### config.mk
export PLATFORM = sky130hd
export DESIGN_NAME = hd_fifo
export DESIGN_NICKNAME = d
export VERILOG_FILES = /design/src/rtl/hd_pkg.sv /design/src/rtl/hd_fifo_mem.sv /design/src/rtl/hd_fifo.sv
export SDC_FILE = /design/constraint.sdc
export NUM_CORES = 1
export LEC_CHECK = 0
export CAP_MARGIN = 15
export CORE_MARGIN = 10
export CORE_UTILIZATION = 56
export DETAILED_ROUTE_END_ITERATION = 6
export GPL_TIMING_DRIVEN = 1
export HOLD_SLACK_MARGIN = 0.12
export PLACE_DENSITY_LB_ADDON = 0.1
export SYNTH_ARGS = -nofsm -noshare
export SYNTH_HDL_FRONTEND = slang
export SYNTH_HIERARCHICAL = 1
export SYNTH_SLANG_ARGS = --single-unit
### constraint.sdc
create_clock -name clk -period 4.65 [get_ports clk]
set_input_delay 0.465 -clock clk [delete_from_list [all_inputs] [get_ports clk]]
set_output_delay 0.465 -clock clk [all_outputs]
set_load 0.005 [all_outputs]
### src/rtl/hd_pkg.sv
// Shared constants and width helpers for the hd block family.
package hd_pkg;

  localparam int HD_DATA_WIDTH = 16;
  localparam int HD_DEPTH      = 4;

  // Occupancy must be able to represent the value DEPTH itself, hence depth+1.
  function automatic int occ_width(input int depth);
    return $clog2(depth + 1);
  endfunction

  function automatic int ptr_width(input int depth);
    return (depth > 1) ? $clog2(depth) : 1;
  endfunction

endpackage

### src/rtl/hd_fifo_mem.sv
// FIFO storage: one write port, one asynchronous read port, contents never reset.
module hd_fifo_mem
  import hd_pkg::*;
#(
  parameter int DATA_WIDTH = HD_DATA_WIDTH,
  parameter int DEPTH      = HD_DEPTH
) (
  input  logic                         clk,
  input  logic                         wr_en,
  input  logic [ptr_width(DEPTH)-1:0]  wr_addr,
  input  logic [DATA_WIDTH-1:0]        wr_data,
  input  logic [ptr_width(DEPTH)-1:0]  rd_addr,
  output logic [DATA_WIDTH-1:0]        rd_data
);

  logic [DATA_WIDTH-1:0] mem [DEPTH];

  always_ff @(posedge clk) begin
    if (wr_en) begin
      mem[wr_addr] <= wr_data;
    end
  end

  assign rd_data = mem[rd_addr];

endmodule

### src/rtl/hd_fifo.sv
// Valid/ready FIFO with registered flags; control lives here, storage in hd_fifo_mem.
module hd_fifo
  import hd_pkg::*;
#(
  parameter int DATA_WIDTH   = HD_DATA_WIDTH,
  parameter int DEPTH        = HD_DEPTH,
  parameter int AFULL_THRESH = DEPTH - 1
) (
  input  logic                         clk,
  input  logic                         rst,
  input  logic                         s_valid,
  output logic                         s_ready,
  input  logic [DATA_WIDTH-1:0]        s_data,
  output logic                         m_valid,
  input  logic                         m_ready,
  output logic [DATA_WIDTH-1:0]        m_data,
  output logic [occ_width(DEPTH)-1:0]  count,
  output logic                         almost_full
);

  localparam int CW = occ_width(DEPTH);
  localparam int PW = ptr_width(DEPTH);

  logic [PW-1:0]         head_reg, head_next;
  logic [PW-1:0]         tail_reg, tail_next;
  logic [CW-1:0]         count_reg, count_next;
  logic                  push, pop;
  logic [DATA_WIDTH-1:0] rd_data;

  // Flags look only at count_reg, so no input reaches s_ready or m_valid combinationally.
  assign s_ready     = (count_reg < CW'(DEPTH));
  assign m_valid     = (count_reg != '0);
  assign almost_full = (count_reg >= CW'(AFULL_THRESH));
  assign count       = count_reg;
  assign m_data      = m_valid ? rd_data : '0;

  assign push = s_valid && s_ready;
  assign pop  = m_valid && m_ready;

  // DEPTH is a power of two, so pointer wrap is plain modular overflow.
  always_comb begin
    head_next  = head_reg;
    tail_next  = tail_reg;
    count_next = count_reg;
    if (push) tail_next = tail_reg + PW'(1);
    if (pop)  head_next = head_reg + PW'(1);
    unique case ({push, pop})
      2'b10:   count_next = count_reg + CW'(1);
      2'b01:   count_next = count_reg - CW'(1);
      default: count_next = count_reg;
    endcase
  end

  always_ff @(posedge clk) begin
    if (rst) begin
      head_reg  <= '0;
      tail_reg  <= '0;
      count_reg <= '0;
    end else begin
      head_reg  <= head_next;
      tail_reg  <= tail_next;
      count_reg <= count_next;
    end
  end

  // A write during reset lands in storage but is unreachable: tail and count are cleared.
  hd_fifo_mem #(
    .DATA_WIDTH (DATA_WIDTH),
    .DEPTH      (DEPTH)
  ) u_mem (
    .clk     (clk),
    .wr_en   (push),
    .wr_addr (tail_reg),
    .wr_data (s_data),
    .rd_addr (head_reg),
    .rd_data (rd_data)
  );

endmodule
* Yosys cells after proc, flatten, opt, wreduce, memory -nomap -nowiden
Memories as Yosys holds them, arrays and structs flattened. A register that Yosys moved wholly into a read port is not among the register bits. Index checks and enable logic that the tools add are counted.
Operators by class: add/subtract/negate cells 4, $mul 0, div/mod/pow operators 0, order comparisons 2, eq/ne operators 2, shift operators 0, muxes and demuxes 6, bitwise gates (word level) 0, reduce and logical (&&, ||, !) cells 4
Operators by type and width (number):
- $mux 16 | 1
- $pmux 3 s2 | 1
- $add 2x1->2 const B | 2
- $mux 2 | 2
- $add 3x1->3 const B | 1
- $ge 3x2->1 const B | 1
- $lt 3x3->1 const B | 1
- $reduce_bool 3->1 | 1
- $sub 3x1->3 const B | 1
- $eq 2x1->1 const B | 1
- $eq 2x2->1 const B | 1
- $logic_and 1x1->1 | 2
- $mux 1 | 2
- $reduce_bool 2->1 | 1
Storage, ports and cells: flip-flop bits (word level) 7, bits in latches 0, memory bits (writable) 64, memory bits (read-only) 0, input bits 20, output and inout port bits 22, word-level logic and storage cells 22, memories kept 1
Memories:
- u_mem.mem | depth 4, bits a word 16, read ports 1, clocked after Yosys merged registers in 1, wr ports 1, RTL line hd_fifo_mem.sv:16 | logic [DATA_WIDTH-1:0] mem [DEPTH];

* Longest topological paths before layout
depth after elaboration 4, mapped depth 8, depth with buffers taken out 8

* Hierarchy
Netlist, hierarchy kept.
By module, submodules not included:
- hd_fifo_mem | instances 1, cells an instance 88, area each 2377.3 um^2, seq. area each 1921.8 um^2
- hd_fifo | instances 1, cells an instance 57, area each 454.2 um^2, seq. area each 140.1 um^2

* Worst setup path after synthesis
Ideal clock, no wire load.
kind in2reg, from in s_valid, to mem u_mem/mem[0][0] (netlist name) (enable), library setup time 413 ps, data arrival time 1859 ps, data required time 4237 ps, setup slack 2379 ps, cell stages on the path 3, buffers on the path 0, cells stage by stage nand2_1 > inv_2 > nor3b_1
On the way: longest elaborated chain between the ends 3
Ends and longest elaborated chain:
- from (decl) | RTL line hd_fifo.sv:11 | input logic s_valid,
- $logic_and 1x1->1 | RTL line hd_fifo.sv:37 | assign push = s_valid && s_ready;
- net push | RTL line hd_fifo.sv:27 | logic push, pop;
- $mux 1 | RTL line hd_fifo_mem.sv:19 | if (wr_en) begin
- $mux 1 (implied by the code) | RTL line hd_fifo_mem.sv:20 | mem[wr_addr] <= wr_data;
- to (decl) | RTL line hd_fifo_mem.sv:16
The timed path passes the listed nets, and every way through them passes these cells.

==> reports/metrics.cfg <==
[timing]
finalSetupViolCount = 0
min_period_ns = 2.78
hold_viol = 0
max_slew_margin_pct = 40.5
setup-tns-final_ns = 0
skew_ns = 0.00932
fmax_mhz = 359
fin_ws_ns = 1.87
fin_crit_sh_pct = 59.9
rsz0062_at_grt = no
slew_violations = 0
worst_slew_pin_slew_ns = 0.892

[worst_hold_path]
min-delay-path-class = flop to flop
hold_path_depth = 2
hp-start = count[1]$_SDFFE_PP0P_

[power]
power.net_switching_mw = 0.525
finalPower_mw = 1.96
clkPwrFrac_pct = 22.7
combPwrFrac_pct = 34.2
power_leakage_nw = 1.18
switching_share_pct = 26.7
irDropWorstVdd_v = 0.000343
power_density_nw_per_um2 = 560
seq_power_share_pct = 43.1
p_int_mw = 1.44

[floorplanning]
die_h_microns = 91.1
fp.coreArea_sq_um = 4820
pin_count = 42
start_util_pct = 58.8
dieArea_sq_um = 8300
die_x_microns = 91.1
fp-row-count = 25

[clock_network]
post_cts_buffers = 0
cts_buffer_depth = 2
numCtsBuffers = 9
ctsResizeCount = 0
clock_sinks = 71
cts_max_level = 3
hold_buffers = 0
ctsRootBufferMaster = clkbuf_8
insertion_delay_ns = 0.33
cts_tree = built
cts.clk_slew.worst_paths_ns = 0.07

[worst_setup_path]
crit_start = head_reg[0]$_SDFFE_PP0P_
cp.buffers_inverters = 2
cp.arrival_ns = 2.32
worst-path-stages = 4
path_class = flop to output port
r2r_end = count[2]$_SDFFE_PP0P_
cpPeakStageDelay_ns = 0.64
endpoint = m_data[1]
cpLargestDelayFamily = buffers and inverters
rr_worst_depth = 8
crit_fanout = 11
slowest_stage = dfxtp_1
rrSetupSlack_ns = 2.67
endpoint_kind = output port
worstSetupStartpointType = flop
cp.required_ns = 4.18
worstPathCellList = buf_16 -> mux4_1 -> nor2b_1 -> clkdlybuf4s50_1
reg2reg_from = count[2]$_SDFFE_PP0P_

[yosys]
synth_area_leaders = edfxtp_1, mux4_2, mux4_1, dfxtp_1, nor2b_1
yosysSeqAreaShare_pct = 72.8
synth_ff_type = edfxtp_1
ys_ff_latch = 71
synth_top_area_cell = edfxtp_1
synth_area_sq_um = 2830
async_flop_share_pct = 0
avgSynthCellArea_sq_um = 19.5
yosys_warnings = 6
ys_types = 27
synth_most_common_cell = edfxtp_1
syn-num-nets = 167
netlist_top_cells_count = edfxtp_1, nor2b_1, mux4_2
synth_enable_flop_cells = 64
synth_top_area_share_pct = 67.9
synth_cells = 145

[routing]
dr_total_vias = 1444
ant_nets = 0
wl_per_cell_microns = 18.7
drt_wl_total_microns = 4990
drc_errors = 0
drt-initial-drc-count = 55
viasPerCell = 5.41
drtPass1Iterations = 4

[layout]
diodes = 0
finalNetCount = 217
final_cells = 267
drive_above_1_share_pct = 14.0
area_delta_synth_final_pct = 23.7
nFillCells = 314
regArea_sq_um = 2060
stdcell_area_sq_um = 3500
largest_register_ffs = 64
multi_input_area_sq_um = 699

[global_route]
overflow = 0
grtUsageTotal_pct = 12.9
grt_pass1_wl_microns = 8330
grt_pass1_vias = 1639
antenna_found_initial = 0
grt_max_degree = 20

[placement]
hpwl_microns = 3320
placed_area_sq_um = 3300
placed_cells = 250
place.gp.congestion = 0.670
port_buffers = 41
dp_slack_ns = 1.83

[run_status]
status = complete, no violations

[flow_run]
cap_violations = 0

-- layout by cell type, fill, tap and decap left out, types with 3 or more instances in the layout --
master | synthesis | routed
clkinv_1 | 0 | 3
o21ai_0 | 3 | 3
nor2b_1 | 11 | 11
nor2_1 | 6 | 6
inv_1 | 6 | 6
edfxtp_1 | 64 | 64
and2b_1 | 5 | 5
xor2_1 | 4 | 4
mux4_1 | 6 | 6
a21oi_1 | 3 | 3
mux4_2 | 10 | 10
dfxtp_1 | 7 | 7
clkbuf_8 | 0 | 9
clkdlybuf4s50_1 | 0 | 41
-- cell families (layout without fill, tap and decap cells) --
family	count (synthesis)	in the layout	share of synthesized area, %
buffers and inverters	12	67	2.65
adders and majority gates	2	2	1.15
DFF	71	71	72.8
xor gates and xnor gates	5	5	1.55
AOI/OAI and AO/OA	7	7	1.33
muxes	16	16	13.5
and+or+nand+nor	32	32	6.98
-- worst reg2reg max path, stage by stage, from the launching register on --
cell,delay (ns)
dfxtp_1,0.45
inv_1,0.11
nand2_1,0.12
ha_1,0.20
inv_1,0.06
fa_1,0.38
xor2_1,0.16
or3_1,0.31
a21oi_1,0.14
-- how the worst min path moves through the flow --
stage / endpoint / slack [ns]
after floorplan: head_reg[1]$_SDFFE_PP0P_ / 0.45
after global placement: count[2]$_SDFFE_PP0P_ / 0.55
after detailed placement: count[1]$_SDFFE_PP0P_ / 0.57
after CTS: count[1]$_SDFFE_PP0P_ / 0.58
after global routing: count[0]$_SDFFE_PP0P_ / 0.61
final: count[1]$_SDFFE_PP0P_ / 0.57
-- metal layers --
metal | vias up | routed length [microns] | global-route usage [%]
met1 | 733 | 2190 | 15.4
met3 | 8 | 231 | 4.03
met4 | 0 | 73 | 5.87
li1 | 669 | - | -
met2 | 34 | 2500 | 21.1
met5 | - | 0 | 0
-- per-stage QoR --
step                hold WS, ns  utilization (%)
floorplan                 0.449                -
global placement          0.548             68.4
detailed placement        0.565             68.4
CTS                       0.577             72.2
global route              0.608             72.7
finish                    0.570             72.7
-- power groups by stage --
stage | combinational, mW | clock [mW] | sequential (mW)
2_1_floorplan | 0.383 | 0 | 0.830
3_3_place_gp | 0.639 | 0 | 0.875
3_5_place_dp | 0.643 | 0 | 0.883
4_1_cts | 0.647 | 0.453 | 0.869
5_1_grt | 0.747 | 0.480 | 0.856
6_report | 0.672 | 0.445 | 0.846
-- layout make-up --
type / instances / area share [%]
Sequential cell: 71 / 58.9
Multi-Input combinational cell: 62 / 20.0
Timing Repair Buffer: 44 / 12.9
Clock buffer: 10 / 3.64
Tap cell: 67 / 2.39
Clock inverter: 6 / 1.46
Inverter: 7 / 0.750
Note: power is estimated with default switching activity, not from simulation.
